[src/rtl/key_click_decoder.sv]
// key_click_decoder: groups debounced key press pulses into single/double/triple
// click events and queues them in a 4-deep FIFO drained by a valid/ready consumer.
module key_click_decoder #(
    parameter int WINDOW     = 250,
    parameter int MAX_CLICKS = 3
) (
    input  logic       CLK1K,
    input  logic       RSTN,
    input  logic       KEY_PULSE,
    input  logic       EVT_READY,
    input  logic       OVF_CLR,
    output logic       EVT_VALID,
    output logic [1:0] EVT_CODE,
    output logic       BUSY,
    output logic       OVERFLOW
);

    localparam logic [9:0] TMR_LAST = 10'(WINDOW - 1);
    localparam logic [1:0] MAX_CODE = 2'(MAX_CLICKS);

    typedef enum logic {
        ST_IDLE = 1'b0,
        ST_WAIT = 1'b1
    } state_t;

    state_t      r_state;
    state_t      w_state_nxt;
    logic [1:0]  r_count;
    logic [1:0]  w_count_nxt;
    logic [9:0]  r_timer;
    logic [9:0]  w_timer_nxt;
    logic        w_emit;
    logic [1:0]  w_emit_code;

    logic [1:0]  r_mem [4];
    logic [1:0]  r_wptr;
    logic [1:0]  r_rptr;
    logic [2:0]  r_occ;
    logic        r_ovf;
    logic        w_pop;
    logic        w_full;
    logic        w_push;
    logic        w_drop;

    // Click grouping: next state, count, gap timer and the event to emit.
    // A pulse in WAIT is evaluated before the expiry test, so it wins a tie.
    always_comb begin
        w_state_nxt = r_state;
        w_count_nxt = r_count;
        w_timer_nxt = r_timer;
        w_emit      = 1'b0;
        w_emit_code = 2'd0;
        case (r_state)
            ST_IDLE: begin
                if (KEY_PULSE) begin
                    w_count_nxt = 2'd1;
                    w_timer_nxt = 10'd0;
                    if (MAX_CLICKS == 1) begin
                        w_emit      = 1'b1;
                        w_emit_code = 2'd1;
                    end else begin
                        w_state_nxt = ST_WAIT;
                    end
                end
            end
            ST_WAIT: begin
                if (KEY_PULSE) begin
                    w_count_nxt = r_count + 2'd1;
                    w_timer_nxt = 10'd0;
                    if ((r_count + 2'd1) == MAX_CODE) begin
                        w_emit      = 1'b1;
                        w_emit_code = MAX_CODE;
                        w_state_nxt = ST_IDLE;
                    end
                end else if (r_timer == TMR_LAST) begin
                    w_emit      = 1'b1;
                    w_emit_code = r_count;
                    w_timer_nxt = 10'd0;
                    w_state_nxt = ST_IDLE;
                end else begin
                    w_timer_nxt = r_timer + 10'd1;
                end
            end
            default: w_state_nxt = ST_IDLE;
        endcase
    end

    // Grouping state register.
    always_ff @(posedge CLK1K or negedge RSTN) begin
        if (!RSTN) begin
            r_state <= ST_IDLE;
            r_count <= 2'd0;
            r_timer <= 10'd0;
        end else begin
            r_state <= w_state_nxt;
            r_count <= w_count_nxt;
            r_timer <= w_timer_nxt;
        end
    end

    // A full FIFO still accepts a push when the head leaves in the same cycle.
    assign w_pop  = (r_occ != 3'd0) && EVT_READY;
    assign w_full = (r_occ == 3'd4);
    assign w_push = w_emit && (!w_full || w_pop);
    assign w_drop = w_emit && w_full && !w_pop;

    // FIFO pointers and occupancy.
    always_ff @(posedge CLK1K or negedge RSTN) begin
        if (!RSTN) begin
            r_wptr <= 2'd0;
            r_rptr <= 2'd0;
            r_occ  <= 3'd0;
        end else begin
            if (w_push) r_wptr <= r_wptr + 2'd1;
            if (w_pop)  r_rptr <= r_rptr + 2'd1;
            case ({w_push, w_pop})
                2'b10:   r_occ <= r_occ + 3'd1;
                2'b01:   r_occ <= r_occ - 3'd1;
                default: r_occ <= r_occ;
            endcase
        end
    end

    // FIFO storage; contents are masked at the output while empty, so no reset.
    always_ff @(posedge CLK1K) begin
        if (w_push) r_mem[r_wptr] <= w_emit_code;
    end

    // Sticky overflow flag; a drop in the clearing cycle keeps it set.
    always_ff @(posedge CLK1K or negedge RSTN) begin
        if (!RSTN) begin
            r_ovf <= 1'b0;
        end else if (w_drop) begin
            r_ovf <= 1'b1;
        end else if (OVF_CLR) begin
            r_ovf <= 1'b0;
        end
    end

    assign EVT_VALID = (r_occ != 3'd0);
    assign EVT_CODE  = EVT_VALID ? r_mem[r_rptr] : 2'd0;
    assign BUSY      = (r_state == ST_WAIT);
    assign OVERFLOW  = r_ovf;

endmodule

[config.mk]
export PLATFORM = sky130hd
export DESIGN_NAME = key_click_decoder
export DESIGN_NICKNAME = d
export VERILOG_FILES = /design/src/rtl/key_click_decoder.sv
export SDC_FILE = /design/constraint.sdc
export NUM_CORES = 1
export LEC_CHECK = 0
export ABC_AREA = 1
export CAP_MARGIN = 0
export CORE_UTILIZATION = 57
export DETAILED_ROUTE_END_ITERATION = 7
export PLACE_DENSITY = 0.79
export SETUP_SLACK_MARGIN = 0.2
export SLEW_MARGIN = 15
export SYNTH_ARGS = -nofsm -noshare
export SYNTH_HDL_FRONTEND = slang
export SYNTH_SLANG_ARGS = --single-unit
export TNS_END_PERCENT = 10
[constraint.sdc]
create_clock -name CLK1K -period 2.3 [get_ports CLK1K]
set_input_delay 0.46 -clock CLK1K [delete_from_list [all_inputs] [get_ports CLK1K]]
set_output_delay 0.46 -clock CLK1K [all_outputs]
set_load 0.05 [all_outputs]
Word level (Yosys, flattened, before mapping)
Memory sizes are Yosys's and may differ from the RTL's.
Index checks and enable logic that the tools add are counted.
W data, S select, Z words.
{ "totals": {"ff_bits": 21, "latch_bits": 0, "ram_bits": 8, "rom_bits": 0, "out_inout_bits": 5, "elab_cells": 59, "memories": 1} }
{ "memory_table": {"columns": ["name", "words", "word_bits", "read_ports", "rd_ports_with_merged_regs", "write_ports", "line", "source"], "rows": [
  ["r_mem", 4, 2, 1, 0, 1, "35", "logic [1:0] r_mem [4];"]
]} }
{ "classes": {"add_sub_neg": 6, "mul": 0, "div_mod_pow": 0, "n_lt_le_gt_ge": 0, "eq_ne": 7, "shift": 0, "muxes": 26, "bitwise_logic": 1, "n_reduce_logical": 11} }
{ "op_table": {"columns": ["operator", "count"], "rows": [
  ["$mux W10", 3],
  ["$pmux W10 S2", 1],
  ["$mux W2", 7],
  ["$mux W1", 12],
  ["$add A10 B1 Y10 const B", 1],
  ["$eq A10 B8 Y1 const B", 1],
  ["$add A2 B1 Y2 const B", 3],
  ["$pmux W3 S2", 1],
  ["$eq A2 B2 Y1 const B", 2],
  ["$logic_and A1 B1 Y1", 4],
  ["$ne A2 B2 Y1 const B", 2],
  ["$pmux W2 S2", 1],
  ["$reduce_bool A2 Y1", 2],
  ["$add A3 B1 Y3 const B", 1],
  ["$eq A3 B3 Y1 const B", 1],
  ["$reduce_bool A3 Y1", 1],
  ["$sub A3 B1 Y3 const B", 1],
  ["$eq A2 B1 Y1 const B", 1],
  ["$logic_not A1 Y1", 2],
  ["$pmux W1 S2", 1],
  ["$reduce_and A2 Y1", 1],
  ["$logic_or A1 B1 Y1", 1],
  ["$not A1 Y1", 1]
]} }

Longest topological paths before layout
{ "logic_depth": {"ltp_word": 8, "depth_mapped": 16, "ltp_nobuf": 16} }

Worst setup path before layout
No wires, ideal clock.
{ "synth_timing": {"path_type": "flip-flop to output port", "startpoint": "reg r_occ[0]", "endpoint": "out EVT_CODE[0]", "t_arrival_ps": 1716, "required_time_ps": 1840, "setup_slack_ps": 124, "stages_incl_launch_ff": 5, "path_cell_list": "dfrtp_1 > nor2_1 > nand2_1 > inv_1 > a21oi_1"} }
{ "synth_between": {"elab_chain_len": 2} }
{ "synth_rtl": {"columns": ["item", "line", "source"], "rows": [
  ["start: declaration", "38", "logic [2:0] r_occ;"],
  ["start signal: assignment", "117", "2'b10: r_occ <= r_occ + 3'd1;"],
  ["start signal: assignment", "118", "2'b01: r_occ <= r_occ - 3'd1;"],
  ["start signal: assignment", "119", "default: r_occ <= r_occ;"],
  ["$reduce_bool A3 Y1", "140", "assign EVT_VALID = (r_occ != 3'd0);"],
  ["net EVT_VALID", "12", "output logic EVT_VALID,"],
  ["$mux W2", "141", "assign EVT_CODE = EVT_VALID ? r_mem[r_rptr] : 2'd0;"],
  ["end: declaration", "13", "output logic [1:0] EVT_CODE,"]
]} }
The timed path passes the listed nets, and every way through them passes these cells.

Worst setup path in the final report
{ "layout_timing": {"startpoint": "reg r_timer[1]", "endpoint": "reg r_occ[2]"} }
{ "layout_between": {"elab_chain_len": 7, "elab_cells_between_ends": 9, "classes_between": "eq/ne (3); mux (4); reduce/logical (2)"} }
{ "layout_rtl": {"columns": ["item", "line", "source"], "rows": [
  ["start: declaration", "30", "logic [9:0] r_timer;"],
  ["start signal: assignment", "97", "r_timer <= w_timer_nxt;"],
  ["$eq A10 B8 Y1 (*)", "75", "end else if (r_timer == TMR_LAST) begin"],
  ["$mux W1 (*)", "75", null],
  ["$mux W1 (*)", "67", "if (KEY_PULSE) begin"],
  ["$mux W1 (*)", "53", "case (r_state)"],
  ["$logic_and A1 B1 Y1 (*)", "104", "assign w_push = w_emit && (!w_full || w_pop);"],
  ["$eq A2 B1 Y1 / $eq A2 B2 Y1 (equally long branches)", "116", "case ({w_push, w_pop})"],
  ["$pmux W3 S2 / $reduce_bool A2 Y1 (equally long branches)", null, null]
]} }
Every way passes the cells marked *; elsewhere a longest branch is shown, timed or not.
A chain may end at the register's enable or synchronous reset.

==> tab_implementation.tex <==
\begin{tabular}{lr}
\hline
Metric & Value \\
\hline
\multicolumn{2}{l}{\textbf{Run status}} \\
\quad Outcome & complete, no violations \\
\multicolumn{2}{l}{\textbf{Synthesis}} \\
\quad Proportion of synthesized chip area in sequential cells & 50.0\% \\
\quad Largest area contributor in the netlist & sky130\_fd\_sc\_hd\_\_dfrtp\_1 \\
\quad Mapped Nets & 186 \\
\quad Distinct cell type count after synthesis & 24 \\
\quad Synthesized flop and latch total & 29 \\
\quad Largest cells by area after synthesis & sky130\_fd\_sc\_hd\_\_dfrtp\_1 34\%, sky130\_fd\_sc\_hd\_\_edfxtp\_1 16\%, sky130\_fd\_sc\_hd\_\_nor2\_1 9.3\%, sky130\_fd\_sc\_hd\_\_inv\_1 6.6\%, sky130\_fd\_sc\_hd\_\_ha\_1 5.7\% \\
\quad Post-synth top area share & 34.3\% \\
\quad Most common cell in the netlist & sky130\_fd\_sc\_hd\_\_nor2\_1 \\
\quad Primary FF master, synth & sky130\_fd\_sc\_hd\_\_dfrtp\_1 \\
\quad Post-Synthesis Cell Area & 0.00153 sq mm \\
\quad Post-Syn Instances & 173 \\
\quad Number of enable flip-flop cells after synthesis & 8 \\
\quad Asr flop ratio synth & 72.4\% \\
\quad Synth top cells by count & 38 x sky130\_fd\_sc\_hd\_\_nor2\_1, 27 x sky130\_fd\_sc\_hd\_\_inv\_1, 22 x sky130\_fd\_sc\_hd\_\_nand2\_1, 21 x sky130\_fd\_sc\_hd\_\_dfrtp\_1 \\
\quad Yosys warning count & 0 \\
\quad Mean instance size in the synthesized netlist & about 8.9 sq um \\
\multicolumn{2}{l}{\textbf{Critical path}} \\
\quad Worst Path Max Fanout & 4 \\
\quad Required @ worst endpoint & 2520 ps \\
\quad Capturing point of the worst reg2reg path & r\_occ[2]\$\_DFFE\_PN0P\_ \\
\quad Launch instance of the worst register-to-register path & r\_timer[1]\$\_DFFE\_PN0P\_ \\
\quad Buf+Inv Stages, Crit Path & 5 \\
\quad Most used cell, CP & sky130\_fd\_sc\_hd\_\_inv\_1 \\
\quad Critical-path top delay cell & sky130\_fd\_sc\_hd\_\_dfrtp\_1 \\
\quad CP top delay family & simple AND/OR/NAND/NOR gates \\
\quad Worst path max stage delay & about 400 ps \\
\quad Kind of capture point of the worst setup path & register \\
\quad Crit path kind & register to register \\
\quad Depth of the worst register-to-register path & 16 \\
\quad Worst setup slack for register-to-register paths & 300 ps \\
\quad Arrival time at the worst endpoint & between 2000 and 2500 ps \\
\quad Startpoint type of the worst setup path & register \\
\quad Series of cell instances along the critical path & inv\_1, ha\_1, inv\_1, nor2\_1, nand3\_2, nand2\_4, nand2\_4, nand2\_4, inv\_1, fa\_1, inv\_1, nand2\_2, nand2\_1, nand2\_1, nand2\_1, inv\_1 \\
\multicolumn{2}{l}{\textbf{Timing}} \\
\quad Fmax & 0.501 GHz \\
\quad Number of hold violations in the final report & 0 \\
\quad Worst Clk Skew & 11.6 ps \\
\quad Worst hold slack across all endpoints & about 470 ps \\
\quad Least setup slack across all paths after layout & 303 ps \\
\quad Final Critical Period & 2000 ps \\
\quad Slew margin rel. & 66.8\% \\
\quad Period Utilization, post-route & 86.8\% \\
\quad Slew of the pin with the lowest slew margin & 497 ps \\
\quad Setup repair after global routing missed its margin & true \\
\quad Final Max Tran Viols & 0 \\
\quad Number of setup violations in the final report & 0 \\
\multicolumn{2}{l}{\textbf{Layout}} \\
\quad Share of the core filled with cells in the final layout & 69.5\% \\
\quad Total Nets Final & 206 \\
\quad Number of antenna cells inserted & 0 \\
\quad Area Growth Syn to Fin & 13.3\% \\
\quad Final non-filler cell total & 224 \\
\quad Fraction of final layout cells with drive strength greater than 1 & 13.4\% \\
\multicolumn{2}{l}{\textbf{GRT}} \\
\quad Aggregate global-route resource usage & 21.4\% \\
\quad Initial antenna violation count & 0 \\
\quad GRT Residual Overflow & 0 \\
\quad Pin count of the biggest net entering global routing & 22 \\
\quad Via count of the first global-routing pass & 1007 \\
\quad Global-route wire length before repair & $\sim$4.3 mm \\
\multicolumn{2}{l}{\textbf{CTS}} \\
\quad CTS root buf & sky130\_fd\_sc\_hd\_\_clkbuf\_4 \\
\quad Buffer levels on the longest clock path & 2 \\
\quad Setup bufs post-CTS & 0 \\
\quad Insertion delay of the later-clocked pin in the worst-skew pair & 320 ps \\
\quad Clock-pin slew reported for the worst setup and hold paths after clock tree synthesis & 90 ps \\
\quad H-tree level count & 2 \\
\quad Clock tree sinks & 29 \\
\quad Total clock buffers created by CTS & 5 \\
\quad Post-cts hold buffer count & 0 \\
\quad CTS tree & done \\
\multicolumn{2}{l}{\textbf{Power and ir drop}} \\
\quad Total design power & around 1700 uW \\
\quad Leakage power & between 0.0008 and 0.0009 uW \\
\quad IR drop worst, VDD & 755 uV \\
\quad Power Density & 985 mW/mm\^{}2 \\
\multicolumn{2}{l}{\textbf{Detailed routing}} \\
\quad Post-detailed-routing wire length & around 2.5 mm \\
\quad Vias per inst & 5.01 \\
\quad Final antenna-violating net count & 0 \\
\quad DRC marker count from the first detailed-route iteration & 35 \\
\quad Routed via count & 1123 \\
\quad Drc violations & 0 \\
\quad Average wire per cell in the routed design & 11.3 um \\
\quad Drt pass-1 iters & 4 \\
\multicolumn{2}{l}{\textbf{Floorplanning}} \\
\quad Core Area & 0.00250 sq mm \\
\quad Chip Height & 53.9 um \\
\quad Row Count & 18 \\
\quad Full die area & slightly below 0.003 sq mm \\
\quad Starting Density & 61.3\% \\
\quad Horizontal extent of the die & 53.9 um \\
\quad Number of ports placed on the die boundary & 10 \\
\multicolumn{2}{l}{\textbf{Flow run}} \\
\quad Number of max-cap violations & 0 \\
\multicolumn{2}{l}{\textbf{Placed design}} \\
\quad Placed wire-length estimate & 1.98 mm \\
\quad Pre-CTS setup slack & -17.3 ps \\
\quad Global placer's final weighted congestion & between 0.8 and 0.9 \\
\quad Number of instances in the placed design & roughly 220 \\
\quad Buffers added on ports & 9 \\
\multicolumn{2}{l}{\textbf{Worst hold path}} \\
\quad Path type of the worst min-delay path & input port to async pin \\
\hline
\end{tabular}
==> worst max-delay path by stage <==
stage | depth (start not counted) | endpoint | slack (ps) | startpoint
CTS | 1 | BUSY | 150 | BUSY$_DFF_PN0_
global route | 16 | r_occ[2]$_DFFE_PN0P_ | 180 | r_timer[1]$_DFFE_PN0P_
finish | 16 | r_occ[2]$_DFFE_PN0P_ | 300 | r_timer[1]$_DFFE_PN0P_
detailed placement | 14 | r_occ[2]$_DFFE_PN0P_ | -20 | KEY_PULSE
floorplan | 4 | EVT_CODE[0] | 120 | r_occ[0]$_DFFE_PN0P_
global placement | 14 | r_occ[2]$_DFFE_PN0P_ | 70 | KEY_PULSE
==> sequential cells by signal, summed over array words and instances, names as in the netlist <==
| signal | count |
|---|---|
| BUSY | 1 |
| r_timer | 10 |
| r_mem | 8 |
| r_occ | 3 |
| OVERFLOW | 1 |
| r_count | 2 |
| r_wptr | 2 |
| r_rptr | 2 |
==> metal layers <==
metal	routed length, um	track usage [%]	vias up
met1	1240	29.0	512
met4	34	11.0	0
met3	109	6.21	4
met5	0	0	-
li1	-	-	588
met2	1160	31.1	19
==> area by class of cell <==
type | count | area (sq um)
inverters | 30 | 114
repair buffers | 13 | 116
clock inverters | 3 | 12.5
clock buffers | 5 | 37.5
flip-flops and latches | 29 | 766
multi-input cells | 114 | 653
well taps | 30 | 37.5
fillers | 186 | 763
==> stage by stage <==
stage | cell area, sq um | setup TNS (ps)
2_1_floorplan | 1530 | 0
3_3_place_gp | 1690 | 0
3_5_place_dp | 1690 | -17.3
4_1_cts | 1730 | 0
5_1_grt | 1740 | 0
6_report | 1740 | 0
==> logic make-up after synthesis <==
family | share of synthesized area, %
simple gates | 23.8
flops | 50.0
xor+xnor | 4.00
compound gates | 7.84
buf+inv | 7.43
fa+ha+maj | 7.02
==> power breakdown <==
part           switching [uW]  leakage, uW  total [uW]  internal (uW)
clock                     164    0.0000300         274            110
sequential               91.5     0.000340         731            640
combinational             461     0.000433         706            245
total                     716     0.000803        1710            995
==> placed cells by master (no fill, tap or decap) <==
| cell | Yosys | final |
|---|---|---|
| sky130_fd_sc_hd__xor2_1 | 6 | 6 |
| sky130_fd_sc_hd__clkbuf_4 | 0 | 5 |
| sky130_fd_sc_hd__xnor2_1 | 1 | 1 |
| sky130_fd_sc_hd__o21ai_0 | 8 | 8 |
| sky130_fd_sc_hd__edfxtp_1 | 8 | 8 |
| sky130_fd_sc_hd__o22a_1 | 1 | 1 |
| sky130_fd_sc_hd__dfrtp_1 | 21 | 21 |
| sky130_fd_sc_hd__buf_4 | 0 | 6 |
| sky130_fd_sc_hd__clkinv_2 | 1 | 2 |
| sky130_fd_sc_hd__nor3_1 | 2 | 2 |
| sky130_fd_sc_hd__nand2_1 | 22 | 22 |
| sky130_fd_sc_hd__nor2_2 | 2 | 2 |
| sky130_fd_sc_hd__o22ai_1 | 6 | 6 |
| sky130_fd_sc_hd__clkinv_1 | 0 | 2 |
| sky130_fd_sc_hd__nand3_2 | 1 | 1 |
| sky130_fd_sc_hd__a21oi_1 | 5 | 5 |
| sky130_fd_sc_hd__clkdlybuf4s50_1 | 0 | 5 |
| sky130_fd_sc_hd__dlymetal6s2s_1 | 0 | 1 |
| sky130_fd_sc_hd__a21oi_2 | 1 | 1 |
| sky130_fd_sc_hd__dlygate4sd2_1 | 0 | 1 |
| sky130_fd_sc_hd__fa_1 | 1 | 1 |
| sky130_fd_sc_hd__nand4_2 | 1 | 1 |
| sky130_fd_sc_hd__inv_2 | 2 | 2 |
| sky130_fd_sc_hd__nand3_1 | 5 | 5 |
| sky130_fd_sc_hd__ha_1 | 7 | 7 |
| sky130_fd_sc_hd__nand2_2 | 1 | 1 |
| sky130_fd_sc_hd__nand4_1 | 1 | 1 |
| sky130_fd_sc_hd__nor2_1 | 38 | 38 |
| sky130_fd_sc_hd__inv_1 | 27 | 27 |
| sky130_fd_sc_hd__nand2_4 | 5 | 5 |
==> repair_timing <==
| action | CTS | global route |
|---|---|---|
| setup endpoints to repair | 2 | 2 |
| pin swaps | 0 | 0 |
| resized for setup | 1 | 1 |
(Power assumes the default switching activity.)
